File: src/rtl/parking_gate_scheduler_pkg.sv
// rtl/parking_gate_scheduler_pkg.sv - shared FSM encoding and slot constants for the gate scheduler
package parking_gate_scheduler_pkg;

    typedef enum logic [1:0] {
        ST_IDLE   = 2'd0,
        ST_ISSUE  = 2'd1,
        ST_REJECT = 2'd2,
        ST_SETTLE = 2'd3
    } state_t;

    localparam int SLOT_COUNT = 3;

    localparam logic [SLOT_COUNT-1:0] SLOT_NONE = 3'b000;
    localparam logic [SLOT_COUNT-1:0] SLOT_CAR1 = 3'b001;
    localparam logic [SLOT_COUNT-1:0] SLOT_CAR2 = 3'b010;
    localparam logic [SLOT_COUNT-1:0] SLOT_CAR3 = 3'b100;

    function automatic logic is_one_hot_slot(input logic [SLOT_COUNT-1:0] sel);
        return (sel == SLOT_CAR1) || (sel == SLOT_CAR2) || (sel == SLOT_CAR3);
    endfunction

endpackage

File: src/rtl/parking_slot_picker.sv
// rtl/parking_slot_picker.sv - lowest-index free slot finder
// Ports:
//   occupancy  in   one bit per slot, 1 = occupied (bit0 = car1)
//   free_slot  out  one-hot lowest free slot, SLOT_NONE when the lot is full
//   none_free  out  1 when every slot is occupied
module parking_slot_picker
    import parking_gate_scheduler_pkg::*;
(
    input  logic [SLOT_COUNT-1:0] occupancy,
    output logic [SLOT_COUNT-1:0] free_slot,
    output logic                  none_free
);

    always_comb begin
        free_slot = SLOT_NONE;
        if (!occupancy[0]) begin
            free_slot = SLOT_CAR1;
        end else if (!occupancy[1]) begin
            free_slot = SLOT_CAR2;
        end else if (!occupancy[2]) begin
            free_slot = SLOT_CAR3;
        end
        none_free = &occupancy;
    end

endmodule

File: src/rtl/parking_gate_scheduler.sv
// rtl/parking_gate_scheduler.sv - arbitrates entry/exit gate requests into one-hot slot commands
// Ports:
//   clk, reset                 clock and synchronous active-low reset
//   entry_req, exit_req        level requests from the gates
//   exit_sel                   one-hot slot that wants to leave
//   car1..3_state, full_flag   occupancy status from the datapath
//   car_enter, car_exit        single-cycle command pulses
//   car_sel                    one-hot slot of the current command, 000 otherwise
//   entry_ack/nack, exit_ack/nack  single-cycle responses
//   assigned_slot              slot granted to the last accepted entry
//   busy                       high whenever the FSM is not in IDLE
module parking_gate_scheduler
    import parking_gate_scheduler_pkg::*;
#(
    parameter int SETTLE_CYCLES = 2
) (
    input  logic                  clk,
    input  logic                  reset,
    input  logic                  entry_req,
    input  logic                  exit_req,
    input  logic [SLOT_COUNT-1:0] exit_sel,
    input  logic                  car1_state,
    input  logic                  car2_state,
    input  logic                  car3_state,
    input  logic                  full_flag,
    output logic                  car_enter,
    output logic                  car_exit,
    output logic [SLOT_COUNT-1:0] car_sel,
    output logic                  entry_ack,
    output logic                  entry_nack,
    output logic                  exit_ack,
    output logic                  exit_nack,
    output logic [SLOT_COUNT-1:0] assigned_slot,
    output logic                  busy
);

    localparam logic [3:0] SETTLE_LOAD = 4'(SETTLE_CYCLES);

    state_t                state, state_next;
    logic                  prio_exit, prio_exit_next;
    logic [3:0]            settle_cnt, settle_cnt_next;

    logic [SLOT_COUNT-1:0] occupancy;
    logic [SLOT_COUNT-1:0] free_slot;
    logic                  none_free;
    logic                  entry_ok, exit_ok, serve_exit;

    logic                  car_enter_d, car_exit_d;
    logic [SLOT_COUNT-1:0] car_sel_d, assigned_slot_d;
    logic                  entry_ack_d, entry_nack_d, exit_ack_d, exit_nack_d;
    logic                  busy_d;

    assign occupancy = {car3_state, car2_state, car1_state};

    parking_slot_picker u_slot_picker (
        .occupancy (occupancy),
        .free_slot (free_slot),
        .none_free (none_free)
    );

    assign entry_ok = !full_flag && !none_free;
    assign exit_ok  = is_one_hot_slot(exit_sel) && ((exit_sel & occupancy) != SLOT_NONE);

    // The decision taken in IDLE is registered straight into the outputs, so the
    // pulse shows up in the ISSUE/REJECT cycle, one cycle after the request.
    always_comb begin
        state_next      = state;
        prio_exit_next  = prio_exit;
        settle_cnt_next = settle_cnt;
        serve_exit      = 1'b0;
        car_enter_d     = 1'b0;
        car_exit_d      = 1'b0;
        car_sel_d       = SLOT_NONE;
        entry_ack_d     = 1'b0;
        entry_nack_d    = 1'b0;
        exit_ack_d      = 1'b0;
        exit_nack_d     = 1'b0;
        assigned_slot_d = assigned_slot;

        case (state)
            ST_IDLE: begin
                if (entry_req || exit_req) begin
                    serve_exit = exit_req && (!entry_req || prio_exit);
                    // Priority only rotates when there was an actual contention.
                    if (entry_req && exit_req) begin
                        prio_exit_next = !prio_exit;
                    end
                    if (serve_exit) begin
                        if (exit_ok) begin
                            state_next = ST_ISSUE;
                            car_exit_d = 1'b1;
                            car_sel_d  = exit_sel;
                            exit_ack_d = 1'b1;
                        end else begin
                            state_next  = ST_REJECT;
                            exit_nack_d = 1'b1;
                        end
                    end else begin
                        if (entry_ok) begin
                            state_next      = ST_ISSUE;
                            car_enter_d     = 1'b1;
                            car_sel_d       = free_slot;
                            entry_ack_d     = 1'b1;
                            assigned_slot_d = free_slot;
                        end else begin
                            state_next   = ST_REJECT;
                            entry_nack_d = 1'b1;
                        end
                    end
                end
            end
            ST_ISSUE, ST_REJECT: begin
                state_next      = ST_SETTLE;
                settle_cnt_next = SETTLE_LOAD;
            end
            ST_SETTLE: begin
                if (settle_cnt <= 4'd1) begin
                    state_next      = ST_IDLE;
                    settle_cnt_next = 4'd0;
                end else begin
                    settle_cnt_next = settle_cnt - 4'd1;
                end
            end
            default: begin
                state_next = ST_IDLE;
            end
        endcase

        busy_d = (state_next != ST_IDLE);
    end

    always_ff @(posedge clk) begin
        if (!reset) begin
            state         <= ST_IDLE;
            prio_exit     <= 1'b1;
            settle_cnt    <= 4'd0;
            car_enter     <= 1'b0;
            car_exit      <= 1'b0;
            car_sel       <= SLOT_NONE;
            entry_ack     <= 1'b0;
            entry_nack    <= 1'b0;
            exit_ack      <= 1'b0;
            exit_nack     <= 1'b0;
            assigned_slot <= SLOT_NONE;
            busy          <= 1'b0;
        end else begin
            state         <= state_next;
            prio_exit     <= prio_exit_next;
            settle_cnt    <= settle_cnt_next;
            car_enter     <= car_enter_d;
            car_exit      <= car_exit_d;
            car_sel       <= car_sel_d;
            entry_ack     <= entry_ack_d;
            entry_nack    <= entry_nack_d;
            exit_ack      <= exit_ack_d;
            exit_nack     <= exit_nack_d;
            assigned_slot <= assigned_slot_d;
            busy          <= busy_d;
        end
    end

endmodule

File: config.mk
export PLATFORM = sky130hd
export DESIGN_NAME = parking_gate_scheduler
export DESIGN_NICKNAME = d
export VERILOG_FILES = /design/src/rtl/parking_gate_scheduler_pkg.sv /design/src/rtl/parking_slot_picker.sv /design/src/rtl/parking_gate_scheduler.sv
export SDC_FILE = /design/constraint.sdc
export NUM_CORES = 1
export LEC_CHECK = 0
export BUFFER_PORTS_ARGS = -buffer_cell sky130_fd_sc_hd__buf_2
export CAP_MARGIN = 20
export CORE_MARGIN = 3
export CORE_UTILIZATION = 53
export DETAILED_ROUTE_END_ITERATION = 7
export HOLD_SLACK_MARGIN = 0.15
export PLACE_DENSITY = 0.81
export REMOVE_ABC_BUFFERS = 1
export SKIP_CTS_REPAIR_TIMING = 1
export SLEW_MARGIN = 0
export SYNTH_ARGS = -nofsm -noshare
export SYNTH_HDL_FRONTEND = slang
export SYNTH_SLANG_ARGS = --single-unit
File: constraint.sdc
create_clock -name clk -period 3.35 [get_ports clk]
set_input_delay 0.67 -clock clk [delete_from_list [all_inputs] [get_ports clk]]
set_output_delay 0.67 -clock clk [all_outputs]
set_load 0.01 [all_outputs]
Yosys cells after proc, flatten, opt, wreduce, memory -nomap -nowiden

Cells that the tools add are included.

Register bits after elaboration: 18
Latch bits: 0
RAM bits: 0
ROM bits: 0
Input port bits: 11
Output and inout port bits: 13
Logic and storage cells: 64
Memories kept: 0

Add/subtract/negate cells: 1
$mul: 0
Div/mod/pow operators: 0
Magnitude comparators: 1
Equal/unequal tests: 6
Shift operators: 0
Muxes and demuxes: 18
Bitwise logic cells: 5
Reduce and logical (&&, ||, !) cells: 23

Operators with widths:

| cell                | count |
|---|---|
| $mux 3              | 6 |
| $mux 2              | 5 |
| $reduce_and 3->1    | 3 |
| $pmux 4 s2          | 1 |
| $reduce_and 4->1    | 2 |
| $pmux 2 s3          | 1 |
| $eq 2x2->1 const B  | 2 |
| $le 4x1->1 const B  | 1 |
| $logic_and 1x1->1   | 4 |
| $logic_not 1->1     | 4 |
| $logic_or 1x1->1    | 4 |
| $mux 1              | 4 |
| $mux 4              | 1 |
| $not 1->1           | 4 |
| $reduce_bool 2->1   | 2 |
| $reduce_or 4->1     | 1 |
| $sub 4x1->4 const B | 1 |
| $and 3x3->3         | 1 |
| $eq 3x1->1 const B  | 1 |
| $eq 3x2->1 const B  | 1 |
| $eq 3x3->1 const B  | 1 |
| $reduce_bool 3->1   | 1 |
| $eq 2x1->1 const B  | 1 |
| $logic_not 2->1     | 1 |
| $reduce_or 2->1     | 1 |

Longest topological paths before layout

Word-level depth: 9
Gate-level depth with buffers: 6
Gate-level depth less buffers: 6

Hierarchy

From an unflattened synthesis, not the netlist that was laid out.

Cell total of the unflattened synthesis: 94
Area total of the unflattened synthesis: 880.8 um^2

Modules (own cells, without submodules):

| module                 | instances | cells each | area each (um^2) | sequential area each (um^2) |
|---|---|---|---|---|
| parking_gate_scheduler | 1         | 90         | 850.8            | 360.3 |
| parking_slot_picker    | 1         | 4          | 30.0             | 0.0 |

Worst setup path before layout

Ideal clock, no wire load.

Path type: in2reg
Start: input car2_state
End: register assigned_slot[1]
Library setup time: 116 ps
Arrival time: 1427 ps
Required time: 3234 ps
Path slack: 1807 ps
Stages on the path: 5
Buffers on the path: 1
Path through: a31oi_1 -> and4_1 -> buf_6 -> mux2i_1 -> nor2b_1

Word-level cells in the longest chain between the ends: 4
Elaborated cells on any way between the ends: 6
Those cells by class: mux: 2; reduce/logical: 4

Ends and longest elaborated chain:

| what                       | line                          | source |
|---|---|---|
| start, declared            | parking_gate_scheduler.sv:23  | `input logic car2_state,` |
| $reduce_and 3->1           | parking_slot_picker.sv:23     | `none_free = &occupancy;` |
| $logic_not 1->1            | parking_gate_scheduler.sv:61  | `assign entry_ok = !full_flag && !none_free;` |
| $logic_and 1x1->1          | parking_gate_scheduler.sv:61  |  |
| $reduce_and 4->1 (no line) | n/a                           |  |
| end signal, assigned       | parking_gate_scheduler.sv:157 | `assigned_slot <= assigned_slot_d;` |
| end, declared              | parking_gate_scheduler.sv:33  | `output logic [SLOT_COUNT-1:0] assigned_slot,` |

Parallel ways exist; a longest one is shown, timed or not.
A chain may end at the register's enable or synchronous reset.

Final worst setup path

Start: register state[0]
End: register assigned_slot[1]

Word-level cells in the longest chain between the ends: 2

Ends and longest elaborated chain:

| what                       | line                          | source |
|---|---|---|
| start, declared            | parking_gate_scheduler.sv:39  | `state_t state, state_next;` |
| start signal, assigned     | parking_gate_scheduler.sv:147 | `state <= state_next;` |
| $logic_not 2->1            | parking_gate_scheduler.sv:80  | `case (state)` |
| $reduce_and 4->1 (no line) | n/a                           |  |

Every way passes these cells.

==> run metrics <==
Hold Worst Slack=0.522 ns; Area after DPL=973 µm²; I/O pin count=24; Worst setup EP type=register; Hold EP=assigned_slot[2]; 1st-iter DRT viols=8; Synth top area share=41.3%; Worst R2R Setup Slack=1.62 ns; first-pass GRT wire length=2570 µm; drt wl/cell=11.8 µm; CP Cell Sequence=inv_1 -> ha_1 -> and4_1 -> mux2i_1 -> nor2b_1; Final HPWL DP=1230 µm; Routed WL=1600 µm; # rows=14; layout cells sized above 1=26.1%; worst r2r src=state[0]; post-synth top area cell=dfxtp_1; fin. max-slew vios=0; post-synthesis cell count=97; busiest grt layer=met2; Register Area=360 µm²; min-delay src=assigned_slot[2]; Clock Path Buffers=2; DRC Markers=0; Max-cap violations=0; clock latency on the worst-skew pair=0.28 ns; grt ovf=0; routing usage on met2=25.5%; TritonCTS Buffers=3; Final #Nets=135; slowest stage delay, CP=0.47 ns; min cycle time layout=1.73 ns; final setup vio count=0; Buf/Inv on CP=1; vias in the first global route=630; worst slew pin tran=0.571 ns; Post-Syn Area per Cell=9.00 µm²; Total Power=0.610 mW; mapped cell area=873 µm²; Worst Hold Class=register to register; post-route insts no fill=135; Crit Path Max Fanout=16; design area=0.00101 mm²; routability cong.=0.782; GRT Total Usage=16.4%; area of the multi-input gates=455 µm²; synthesis-to-finish area growth=15.6%; R2R depth=5; CP max stage cell=ha_1; largest net degree at the start of global routing=17; reg-to-reg endpoint=assigned_slot[1]; CTS sink count=18; GR met3 Demand/Resource=7.03%; Die Y=46.6 µm; synth warn=0; hold path depth=2; fin util=66.3%; CTS tree=yes; Port Buf Inserts=23; core area=0.00152 mm²; PwrDens=604 mW/mm²; Worst VDD drop=426 µV; Post-Place Worst Slack=1.51 ns; Seq/Total Area, Yosys=41.3%; initial core utilization=57.3%; RSZ-0062 raised after global routing=no; Final ANT Viol Nets=0; CTS H-Tree Depth=1; run status=complete, no violations; Pleak=0.485 nW; register bit total from synthesis=18; post-route setup TNS=0 ns; met1 Resource Use GR=21.7%; Rel. slew slack=61.6%; arrival time at the worst endpoint=1.92 ns; Pre-antenna DRT Iters=4; final worst setup slack=1.62 ns; clk_skew=0.000448 ns; largest cells by area after synthesis=dfxtp_1, ha_1, nand2_1, nor2_1, o211a_1; kind of critical path=register to register; Placed Instances=131; crit path launch type=register; Via Count=762; Root Driver=clkbuf_4; required time of the critical path=3.53 ns; synth unique cells=38; clock slew seen by the registers of the worst setup and hold paths=0.09 ns; FMAX=577 MHz; final period utilization=51.7%; total inserted antenna cells=0; fill count=124; initial antenna violation count=0; Vias/cell=5.64; delay-heaviest family, CP=simple AND/OR/NAND/NOR gates; Die X=46.6 µm; die footprint=0.00217 mm²; Fin. Hold Viols=0
## worst max-delay path by stage
stage                          start  depth (start not counted)          endpoint
after CTS                   state[0]                          5  assigned_slot[1]
after global routing        state[0]                          5  assigned_slot[1]
after global placement    car2_state                          5  assigned_slot[2]
after floorplan           car2_state                          4  assigned_slot[1]
after detailed placement  car2_state                          5  assigned_slot[1]
final                       state[0]                          5  assigned_slot[1]
## worst register-to-register path: cells and delay by family (launching register included)
family	cells	cell delay, ns
fa+ha+maj	1	0.47
buf+inv	1	0.09
flops	1	0.34
mux	1	0.24
simple gates	2	0.49
## sequential cells by signal (all words and copies together) (netlist names)
register       cells
state              2
entry_ack          1
entry_nack         1
car_sel            3
exit_nack          1
prio_exit          1
assigned_slot      3
busy               1
exit_ack           1
settle_cnt         4
## cells by family after synthesis
logic type               after synthesis  synth area share (%)
AND/OR/NAND/NOR                       33                  18.9
AO/OA/AOI/OAI                         28                  24.2
flip-flops                            18                  41.3
buffers and inverters                 11                  6.59
adder cells (fa/ha/maj)                4                  5.73
multiplexers                           2                  2.29
XOR/XNOR                               1                  1.00
## cells in the final DEF, fill, tap and decap left out, types with 2 or more instances in the layout
| cell type | instances |
|---|---|
| clkbuf_4 | 3 |
| inv_1 | 6 |
| nor2_1 | 9 |
| o211a_1 | 3 |
| nand2_1 | 9 |
| nand3_1 | 3 |
| nor2b_1 | 3 |
| o31ai_1 | 2 |
| buf_2 | 23 |
| nand3b_1 | 2 |
| a22o_1 | 2 |
| a21o_1 | 2 |
| ha_1 | 4 |
| dfxtp_1 | 18 |
| mux2i_1 | 2 |
| o21ai_0 | 6 |
| a21oi_1 | 2 |
## layer usage
layer  part of all wire, %  vias up
met5                     0        -
met4                  0.69        0
met3                   6.0        2
met2                    45       19
met1                    48      349
li1                      -      392
## cells in the mapped netlist
master      n
and2_1      1
a21boi_0    1
o21ai_0     6
nor3b_1     1
nand2_1     9
dfxtp_1    18
a21oi_2     1
a211oi_2    1
a32o_1      1
or3_2       1
clkbuf_1    1
a22oi_1     1
ha_1        4
o21a_1      1
o211ai_1    1
nor2b_1     3
or4_1       1
o211a_1     3
inv_1       6
nor3_1      1
xor2_1      1
nand3b_1    2
o31a_2      1
nand3_1     3
o31ai_1     2
nor2_1      9
buf_6       1
a21oi_1     2
buf_4       2
and4_1      1
o2111ai_1   1
a31oi_1     1
buf_2       1
a21boi_1    1
mux2i_1     2
a22o_1      2
a21o_1      2
nand4_1     1
## report_power, final
part	switching, mW	internal, mW	leakage [nW]	total (mW)
sequential	0.0183	0.246	0.147	0.264
combinational	0.127	0.0908	0.317	0.218
clock	0.0613	0.0662	0.0210	0.127
total	0.207	0.403	0.485	0.610
## cell type report
cell class	instances	share of cell area, %
clock buffers	4	3.59
inverters	6	2.23
multi-input cells	68	45.1
flip-flops and latches	18	35.7
well taps	16	1.98
repair buffers	23	11.4
Note: power is estimated with default switching activity, not from simulation.
